## src/rtl/dmem_pkg.sv

```systemverilog
// Shared constants for the data-memory arbiter: RV32I width codes, FSM states, port ids.
package dmem_pkg;

  localparam logic [2:0] F3_B  = 3'b000;
  localparam logic [2:0] F3_H  = 3'b001;
  localparam logic [2:0] F3_W  = 3'b010;
  localparam logic [2:0] F3_BU = 3'b100;
  localparam logic [2:0] F3_HU = 3'b101;

  typedef enum logic {IDLE, RMW} state_t;

  typedef enum logic {P0 = 1'b0, P1 = 1'b1} port_t;

endpackage

```

## src/rtl/dmem_lane_unit.sv

```systemverilog
// Combinational byte-lane logic: load extraction/extension, store merge, access error flag.
module dmem_lane_unit
  import dmem_pkg::*;
(
  input  logic [31:0] mem_rd,
  input  logic [15:0] wdata,
  input  logic [1:0]  off,
  input  logic [2:0]  funct3,
  output logic [31:0] load_data,
  output logic [31:0] merged,
  output logic        err
);

  logic [31:0] shifted;

  always_comb begin
    shifted   = mem_rd >> {off, 3'b000};
    load_data = '0;
    err       = 1'b0;
    case (funct3)
      F3_B:  load_data = {{24{shifted[7]}}, shifted[7:0]};
      F3_BU: load_data = {24'h000000, shifted[7:0]};
      F3_H: begin
        load_data = {{16{shifted[15]}}, shifted[15:0]};
        err       = off[0];
      end
      F3_HU: begin
        load_data = {16'h0000, shifted[15:0]};
        err       = off[0];
      end
      F3_W: begin
        load_data = mem_rd;
        err       = |off;
      end
      default: err = 1'b1;
    endcase
  end

  // funct3[0] separates half from byte for the two legal sub-word store codes
  always_comb begin
    merged = mem_rd;
    if (funct3[0])
      merged[{off[1], 4'b0000} +: 16] = wdata;
    else
      merged[{off, 3'b000} +: 8] = wdata[7:0];
  end

endmodule

```

## src/rtl/dmem_arbiter.sv

```systemverilog
// Round-robin arbiter for two requesters onto a word-only data memory, with
// sub-word loads and read-modify-write sub-word stores.
module dmem_arbiter
  import dmem_pkg::*;
#(
  parameter int ADDR_W     = 32,
  parameter int RESET_PRIO = 0
) (
  input  logic              clk,
  input  logic              reset,
  input  logic              m0_req,
  input  logic              m0_we,
  input  logic [2:0]        m0_funct3,
  input  logic [ADDR_W-1:0] m0_addr,
  input  logic [31:0]       m0_wdata,
  output logic              m0_gnt,
  output logic              m0_rvalid,
  output logic [31:0]       m0_rdata,
  output logic              m0_rerr,
  input  logic              m1_req,
  input  logic              m1_we,
  input  logic [2:0]        m1_funct3,
  input  logic [ADDR_W-1:0] m1_addr,
  input  logic [31:0]       m1_wdata,
  output logic              m1_gnt,
  output logic              m1_rvalid,
  output logic [31:0]       m1_rdata,
  output logic              m1_rerr,
  output logic [ADDR_W-1:0] mem_a,
  output logic [31:0]       mem_wd,
  output logic              mem_we,
  input  logic [31:0]       mem_rd
);

  state_t            state;
  port_t             ptr, sel, rmw_port;
  logic [ADDR_W-1:0] rmw_addr;
  logic [31:0]       rmw_data;

  logic              accept, word_store, sub_store;
  logic              s_we;
  logic [2:0]        s_f3;
  logic [ADDR_W-1:0] s_addr;
  logic [31:0]       s_wdata, rsp_data;
  logic [31:0]       load_data, merged;
  logic              err;

  dmem_lane_unit u_lane (
    .mem_rd    (mem_rd),
    .wdata     (s_wdata[15:0]),
    .off       (s_addr[1:0]),
    .funct3    (s_f3),
    .load_data (load_data),
    .merged    (merged),
    .err       (err)
  );

  always_comb begin
    if (m0_req && m1_req) sel = ptr;
    else if (m1_req)      sel = P1;
    else                  sel = P0;

    s_we    = (sel == P1) ? m1_we     : m0_we;
    s_f3    = (sel == P1) ? m1_funct3 : m0_funct3;
    s_addr  = (sel == P1) ? m1_addr   : m0_addr;
    s_wdata = (sel == P1) ? m1_wdata  : m0_wdata;

    accept     = reset && (state == IDLE) && (m0_req || m1_req);
    word_store = s_we && !err && (s_f3 == F3_W);
    sub_store  = s_we && !err && (s_f3 != F3_W);
    rsp_data   = (err || s_we) ? '0 : load_data;

    m0_gnt = accept && (sel == P0);
    m1_gnt = accept && (sel == P1);

    // Memory outputs are forced quiet while reset is asserted, even mid-RMW
    mem_a  = '0;
    mem_wd = '0;
    mem_we = 1'b0;
    if (reset && (state == RMW)) begin
      mem_a  = rmw_addr;
      mem_wd = rmw_data;
      mem_we = 1'b1;
    end else if (accept) begin
      mem_a = s_addr;
      if (word_store) begin
        mem_wd = s_wdata;
        mem_we = 1'b1;
      end
    end
  end

  always_ff @(posedge clk) begin
    if (!reset) begin
      state     <= IDLE;
      ptr       <= (RESET_PRIO != 0) ? P1 : P0;
      rmw_port  <= P0;
      rmw_addr  <= '0;
      rmw_data  <= '0;
      m0_rvalid <= 1'b0;
      m0_rdata  <= '0;
      m0_rerr   <= 1'b0;
      m1_rvalid <= 1'b0;
      m1_rdata  <= '0;
      m1_rerr   <= 1'b0;
    end else begin
      m0_rvalid <= 1'b0;
      m0_rdata  <= '0;
      m0_rerr   <= 1'b0;
      m1_rvalid <= 1'b0;
      m1_rdata  <= '0;
      m1_rerr   <= 1'b0;
      case (state)
        IDLE: begin
          if (accept) begin
            ptr <= (sel == P0) ? P1 : P0;
            if (sub_store) begin
              state    <= RMW;
              rmw_port <= sel;
              rmw_addr <= s_addr;
              rmw_data <= merged;
            end else if (sel == P0) begin
              m0_rvalid <= 1'b1;
              m0_rdata  <= rsp_data;
              m0_rerr   <= err;
            end else begin
              m1_rvalid <= 1'b1;
              m1_rdata  <= rsp_data;
              m1_rerr   <= err;
            end
          end
        end
        RMW: begin
          state <= IDLE;
          if (rmw_port == P0) m0_rvalid <= 1'b1;
          else                m1_rvalid <= 1'b1;
        end
      endcase
    end
  end

endmodule

```

## config.mk

```make
export PLATFORM = sky130hd
export DESIGN_NAME = dmem_arbiter
export DESIGN_NICKNAME = d
export VERILOG_FILES = /design/src/rtl/dmem_pkg.sv /design/src/rtl/dmem_lane_unit.sv /design/src/rtl/dmem_arbiter.sv
export SDC_FILE = /design/constraint.sdc
export NUM_CORES = 1
export LEC_CHECK = 0
export BUFFER_PORTS_ARGS = -buffer_cell sky130_fd_sc_hd__buf_2
export CAP_MARGIN = 10
export CORE_UTILIZATION = 46
export CTS_CLUSTER_DIAMETER = 150
export DETAILED_ROUTE_END_ITERATION = 7
export PLACE_DENSITY = 0.74
export SLEW_MARGIN = 20
export SYNTH_ARGS = -nofsm -noshare
export SYNTH_HDL_FRONTEND = slang
export SYNTH_HIERARCHICAL = 1
export SYNTH_SLANG_ARGS = --single-unit
```

## constraint.sdc

```tcl
create_clock -name clk -period 9.3 [get_ports clk]
set_input_delay 0 -clock clk [delete_from_list [all_inputs] [get_ports clk]]
set_output_delay 0 -clock clk [all_outputs]
set_load 0.02 [all_outputs]
```

# [After elaboration in Yosys (flattened, before gate mapping)]
# Cells that the tools add are included.
[totals] out_inout_bits=135 word_cells=80 in_bits=172 register_bits=135
[classes] n_eq_ne=5 add_sub_neg=2 bitwise_logic=4 n_reduce_logical=20 shift=5 muxes=33
[op_table] cell="32-bit 2-to-1 mux" n=9
[op_table] cell="32-bit one-hot mux with 5 select lines" n=1
[op_table] cell="32-bit bitwise mux" n=2
[op_table] cell="16-bit by 7-bit variable shift with 32-bit output, first input constant" n=1
[op_table] cell="8-bit by 7-bit variable shift with 32-bit output, first input constant" n=1
[op_table] cell="16-bit by 7-bit indexed part select with 32-bit output" n=1
[op_table] cell="8-bit by 7-bit indexed part select with 32-bit output" n=1
[op_table] cell="32-bit by 5-bit right shift with 16-bit output" n=1
[op_table] cell="1-bit 2-to-1 mux" n=16
[op_table] cell="5-bit negation with 7-bit output" n=2
[op_table] cell="5-bit OR reduction" n=2
[op_table] cell="1-bit logical AND" n=9
[op_table] cell="3-bit equality test, second input constant" n=2
[op_table] cell="1-bit one-hot mux with 2 select lines" n=3
[op_table] cell="2-bit OR reduction" n=3
[op_table] cell="1-bit NOT" n=4
[op_table] cell="3-bit by 1-bit equality test with 1-bit output, second input constant" n=1
[op_table] cell="3-bit by 2-bit equality test with 1-bit output, second input constant" n=1
[op_table] cell="3-bit logical NOT" n=1
[op_table] cell="3-bit 2-to-1 mux" n=1
[op_table] cell="3-bit by 2-bit inequality test with 1-bit output, second input constant" n=1
[op_table] cell="1-bit one-hot mux with 3 select lines" n=1
[op_table] cell="3-bit AND reduction" n=1
[op_table] cell="1-bit logical OR" n=2
[op_table] cell="2 further kinds" n=2

# [Logic depth before layout (Yosys ltp)]
[depth] word_depth=12 mapped_depth=16 depth_no_buf=11

# [Hierarchy]
# Netlist, hierarchy kept.
[modules_own_cells] module="dmem_arbiter" n_inst=1 area_each_um2=5728.0 seq_area_each_um2=2702.6 cells_per_inst=629
[modules_own_cells] module="dmem_lane_unit" n_inst=1 area_each_um2=2190.9 seq_area_each_um2=0.0 cells_per_inst=303

# [Least setup slack after synthesis]
# OpenSTA, ideal clock, no wires.
[synth_timing] path_type="reg2out" from="register ptr" to="output mem_wd[21]" setup_slack_ps=5923 required_ps=9300 path_stages_with_launch=14 n_path_buf=6 t_arrival_ps=3377 path_cell_list="dfxtp_1 -> o21ai_4 -> buf_2 -> buf_2 -> mux2_2 -> buf_6 -> buf_2 -> buf_2 -> a21oi_1 -> a21oi_1 -> a211oi_4 -> nand2b_1 -> clkbuf_1 -> o21ai_0"
[synth_between] elab_chain_cells=11 elab_cells_between_ends=20 cone_classes="eq/ne (4); mux (9); reduce/logical (7)"
[synth_lines] item="from (decl)" line="dmem_arbiter.sv:36" source="port_t ptr, sel, rmw_port;"
[synth_lines] item="from (signal assigned)" line="dmem_arbiter.sv:96" source="ptr <= (RESET_PRIO != 0) ? P1 : P0;"
[synth_lines] item="from (signal assigned)" line="dmem_arbiter.sv:116" source="ptr <= (sel == P0) ? P1 : P0;"
[synth_lines] item="1-bit 2-to-1 mux (*)" line="dmem_arbiter.sv:59" source="if (m0_req && m1_req) sel = ptr;"
[synth_lines] item="3-bit 2-to-1 mux (*)" line="dmem_arbiter.sv:64" source="s_f3 = (sel == P1) ? m1_funct3 : m0_funct3;"
[synth_lines] item="net s_f3[0]" line="dmem_arbiter.sv:42" source="logic [2:0] s_f3;"
[synth_lines] item="3-bit by 1-bit equality test with 1-bit output (tied with other cells)" line="dmem_lane_unit.sv:20" source="case (funct3)"
[synth_lines] item="2-bit OR reduction (no source line)"
[synth_lines] item="1-bit one-hot mux with 3 select lines (*)" line="dmem_lane_unit.sv:20"
[synth_lines] item="net err" line="dmem_arbiter.sv:46" source="logic err;"
[synth_lines] item="1-bit logical NOT (*)" line="dmem_arbiter.sv:69" source="word_store = s_we && !err && (s_f3 == F3_W);"
[synth_lines] item="1-bit logical AND (*) (2 in a row)" line="dmem_arbiter.sv:69"
[synth_lines] item="32-bit 2-to-1 mux (*)" line="dmem_arbiter.sv:86" source="if (word_store) begin"
[synth_lines] item="32-bit 2-to-1 mux (*)" line="dmem_arbiter.sv:84" source="end else if (accept) begin"
[synth_lines] item="32-bit 2-to-1 mux (*)" line="dmem_arbiter.sv:80" source="if (reset && (state == RMW)) begin"
[synth_lines] item="to (decl)" line="dmem_arbiter.sv:30" source="output logic [31:0] mem_wd,"
# The timed path passes the listed nets; every way through them passes the cells marked *.

# [Worst setup path after layout]
[layout_timing] from="register ptr" to="register rmw_data[12]"
[layout_between] elab_cells_between_ends=28 cone_classes="add/sub (2); eq/ne (5); shift (4); mux (9); reduce/logical (8)"
[layout_rtl] item="1-bit 2-to-1 mux (*)" line="dmem_arbiter.sv:59"
[layout_rtl] item="32-bit 2-to-1 mux (*)" line="dmem_arbiter.sv:65" source="s_addr = (sel == P1) ? m1_addr : m0_addr;"
[layout_rtl] item="net s_addr[0]" line="dmem_arbiter.sv:43" source="logic [ADDR_W-1:0] s_addr;"
[layout_rtl] item="2-bit OR reduction" line="dmem_lane_unit.sv:33" source="err = |off;"
[layout_rtl] item="1-bit one-hot mux with 3 select lines (*)" line="dmem_lane_unit.sv:20"
[layout_rtl] item="net err" line="dmem_arbiter.sv:46"
[layout_rtl] item="1-bit logical NOT (*)" line="dmem_arbiter.sv:70" source="sub_store = s_we && !err && (s_f3 != F3_W);"
[layout_rtl] item="1-bit logical AND (*) (2 in a row)" line="dmem_arbiter.sv:70"
[layout_rtl] item="3-bit AND reduction (no source line) (*)"
[layout_rtl] item="to (signal assigned)" line="dmem_arbiter.sv:121" source="rmw_data <= merged;"
[layout_rtl] item="to (decl)" line="dmem_arbiter.sv:38" source="logic [31:0] rmw_data;"
# Marks and branches as above.
# A chain may end at the register's enable or synchronous reset.

==> reports/metrics.yaml <==
p_sw_uw: 514
wl_met2_um: 12200
end_kind: "flip-flop"
cts_buffers: 17
p_comb_frac: 0.234
routed_wl_um: 27100
syn_avg_cell_area_sq_um: 8.50
drc: 0
pin_count: 307
ys_warn_count: 6
die_h_um: 133
relSlewSlack: 0.266
cts_tree: "built"
synth_edf_count: 0
period_needed_ps: 5290
status: "finished clean"
port_buffers: 306
synth.net_count: 1109
p_clk_frac: 0.396
critPathRequiredTime_ps: 9630
max_cap_viol_count: 0
grt_overflow_total: 0
routed_via_density: 5.72
swShare: 0.310
power.density_nw_per_um2: 156
seqPwrFrac: 0.370
postCtsSetupRepairBufs: 0
grt_pass1_wl_um: 41800
die-area_sq_um: 17700
layout-drive-gt1-share: 0.313
netlist_top_cells_count: "135 x dfxtp_1, 131 x nand2_1, 112 x mux2i_1, 97 x o21ai_0, 66 x and3_1"
gp_congestion: 0.921
min_period_over_period: 0.569
die_x_um: 133
rsz0062_at_grt: "no"
finalHoldViolCount: 0
drt-met1-wl_um: 11200
firstDrtPassIters: 7
hpwl_um: 18100
grt_max_degree: 91
tightest_slew_ps: 1100
multi_input_area_sq_um: 4750
skew_ps: 10.4
start_util: 0.474
ys_types: 53
ys_top_cells_by_area: "dfxtp_1 34%, mux2i_1 14%, nand2_1 6.2%"
top_layer: "met4"
crit_arrival_ps: 5620
num_antenna_cells: 0
setup_viol: 0
postRouteAntennaNets: 0
clock_path_buffers: 2
synthArstFlopShare: 0
critPathKind: "flip-flop to flip-flop"
yosysTopAreaCell: "dfxtp_1"
slew_viol_final: 0
ys_seq_elements: 135
seq_area_sq_um: 2700
max_freq_mhz: 189
num-fill-cells: 1426
clk-insertion-delay-late_ps: 420
placed_area_sq_um: 9360
wl_per_cell_um: 18.3
syn-cell-area_sq_um: 7920
stdcell_area_sq_um: 10600
yosysSeqAreaShare: 0.341
worst_slack_ps: 4010
synth_cells: 932
nets: 1420
core_area_sq_um: 16700
tns_ps: 0
areaGrowthSynthToFinish_pct: 33.9
start_kind: "flip-flop"
pre_cts_slack_ps: 4070
antenna_found_initial: 0
hold_ws_ps: 27.5
clk_pin_slew_ps: 60
clkSinkCount: 135
drt-initial-drc-count: 980
rows: 47
root_buffer: "clkbuf_16"
htree_levels: 4
internal-power_mw: 1.14
worstHoldPathType: "primary input to flip-flop"
track_usage: 0.300
synth_ff_type: "dfxtp_1"
yosysMostFrequentCell: "dfxtp_1"
synth_top_area_frac: 0.341
wl_met3_um: 2290
vias: 8450
p_leak_nw: 5.34
fin_util: 0.635
first_global_vias: 7890
ir_drop_mv: 0.130
cp_max_fo: 35
## metal layers
metal | track usage | vias to the layer above
li1 | - | 4017
met1 | 0.378 | 3843
met2 | 0.472 | 494
met3 | 0.0567 | 96
met4 | 0.188 | 0
met5 | 0 | -
## final timing paths
path         cells past startpoint  slack [ps]    startpoint      endpoint
max                             11        4010           ptr  rmw_data[12]
min                              4          30     mem_rd[6]   m0_rdata[6]
max reg2reg                     11        4010           ptr  rmw_data[12]
min reg2reg                      2         460  rmw_addr[26]  rmw_addr[26]
## worst max-delay path, stage by stage, from the launching register on
cell and delay [ps]:
dfxtp_1 350, o21ai_4 610, mux2i_1 260, inv_1 630, clkinv_1 490, ha_1 450
a21oi_1 480, a211oi_4 40, buf_4 260, nand2_2 830, inv_2 450, o21ai_0 290
## cells by family (layout without fill, tap and decap cells)
kind of cell | Yosys count | in the layout | share of synthesized area
simple gates | 321 | 321 | 0.215
fa+ha+maj | 5 | 5 | 0.00790
buf+inv | 99 | 423 | 0.0611
compound gates | 229 | 229 | 0.188
flops | 135 | 135 | 0.341
mux | 142 | 142 | 0.185
xor+xnor | 1 | 1 | 0.00205
## through the flow
step / cells / power, mW
finish: 1476 / 1.66
global route: 1476 / 1.72
CTS: 1476 / 1.65
detailed placement: 1377 / 0.970
global placement: 1377 / 0.965
floorplan: 932 / 0.863
## power by group through the flow
stage	combinational (mW)	clock [mW]	sequential, mW
CTS	0.377	0.664	0.612
global placement	0.341	0	0.624
global route	0.416	0.688	0.615
detailed placement	0.346	0	0.624
floorplan	0.237	0	0.627
finish	0.388	0.656	0.612
## layout by cell type, fill, tap and decap left out, drive strengths merged, types with 17 or more instances in the layout
cell and n:
nor4bb 17, nand3 39, mux2 29, mux2i 113, dfxtp 135, a21oi 32, dlygate4sd3 67, buf 314
a311oi 23, nand2 132, a22o 17, and3 66, o21ai 100, nor2b 33, clkbuf 19
## timing repair
| action | in CTS | in global routing |
|---|---|---|
| endpoints found under the hold margin | 38 | 0 |
| gates resized for setup | 0 | 0 |
| hold buffers | 67 | 0 |
## cell type report
type / count / area share
timing repair buffer: 381 / 0.213
clock inverter: 13 / 0.0114
sequential: 135 / 0.255
tap: 220 / 0.0260
multi-input combinational: 698 / 0.448
inverter: 10 / 0.00354
clock buffer: 19 / 0.0427
## state kept, by name (all words and copies together) (netlist names)
name / flops
m0_rdata: 32
m1_rdata: 32
rmw_addr: 32
rmw_data: 32
m0_rerr: 1
m0_rvalid: 1
m1_rerr: 1
m1_rvalid: 1
ptr: 1
rmw_port: 1
state: 1
(Power assumes the default switching activity.)
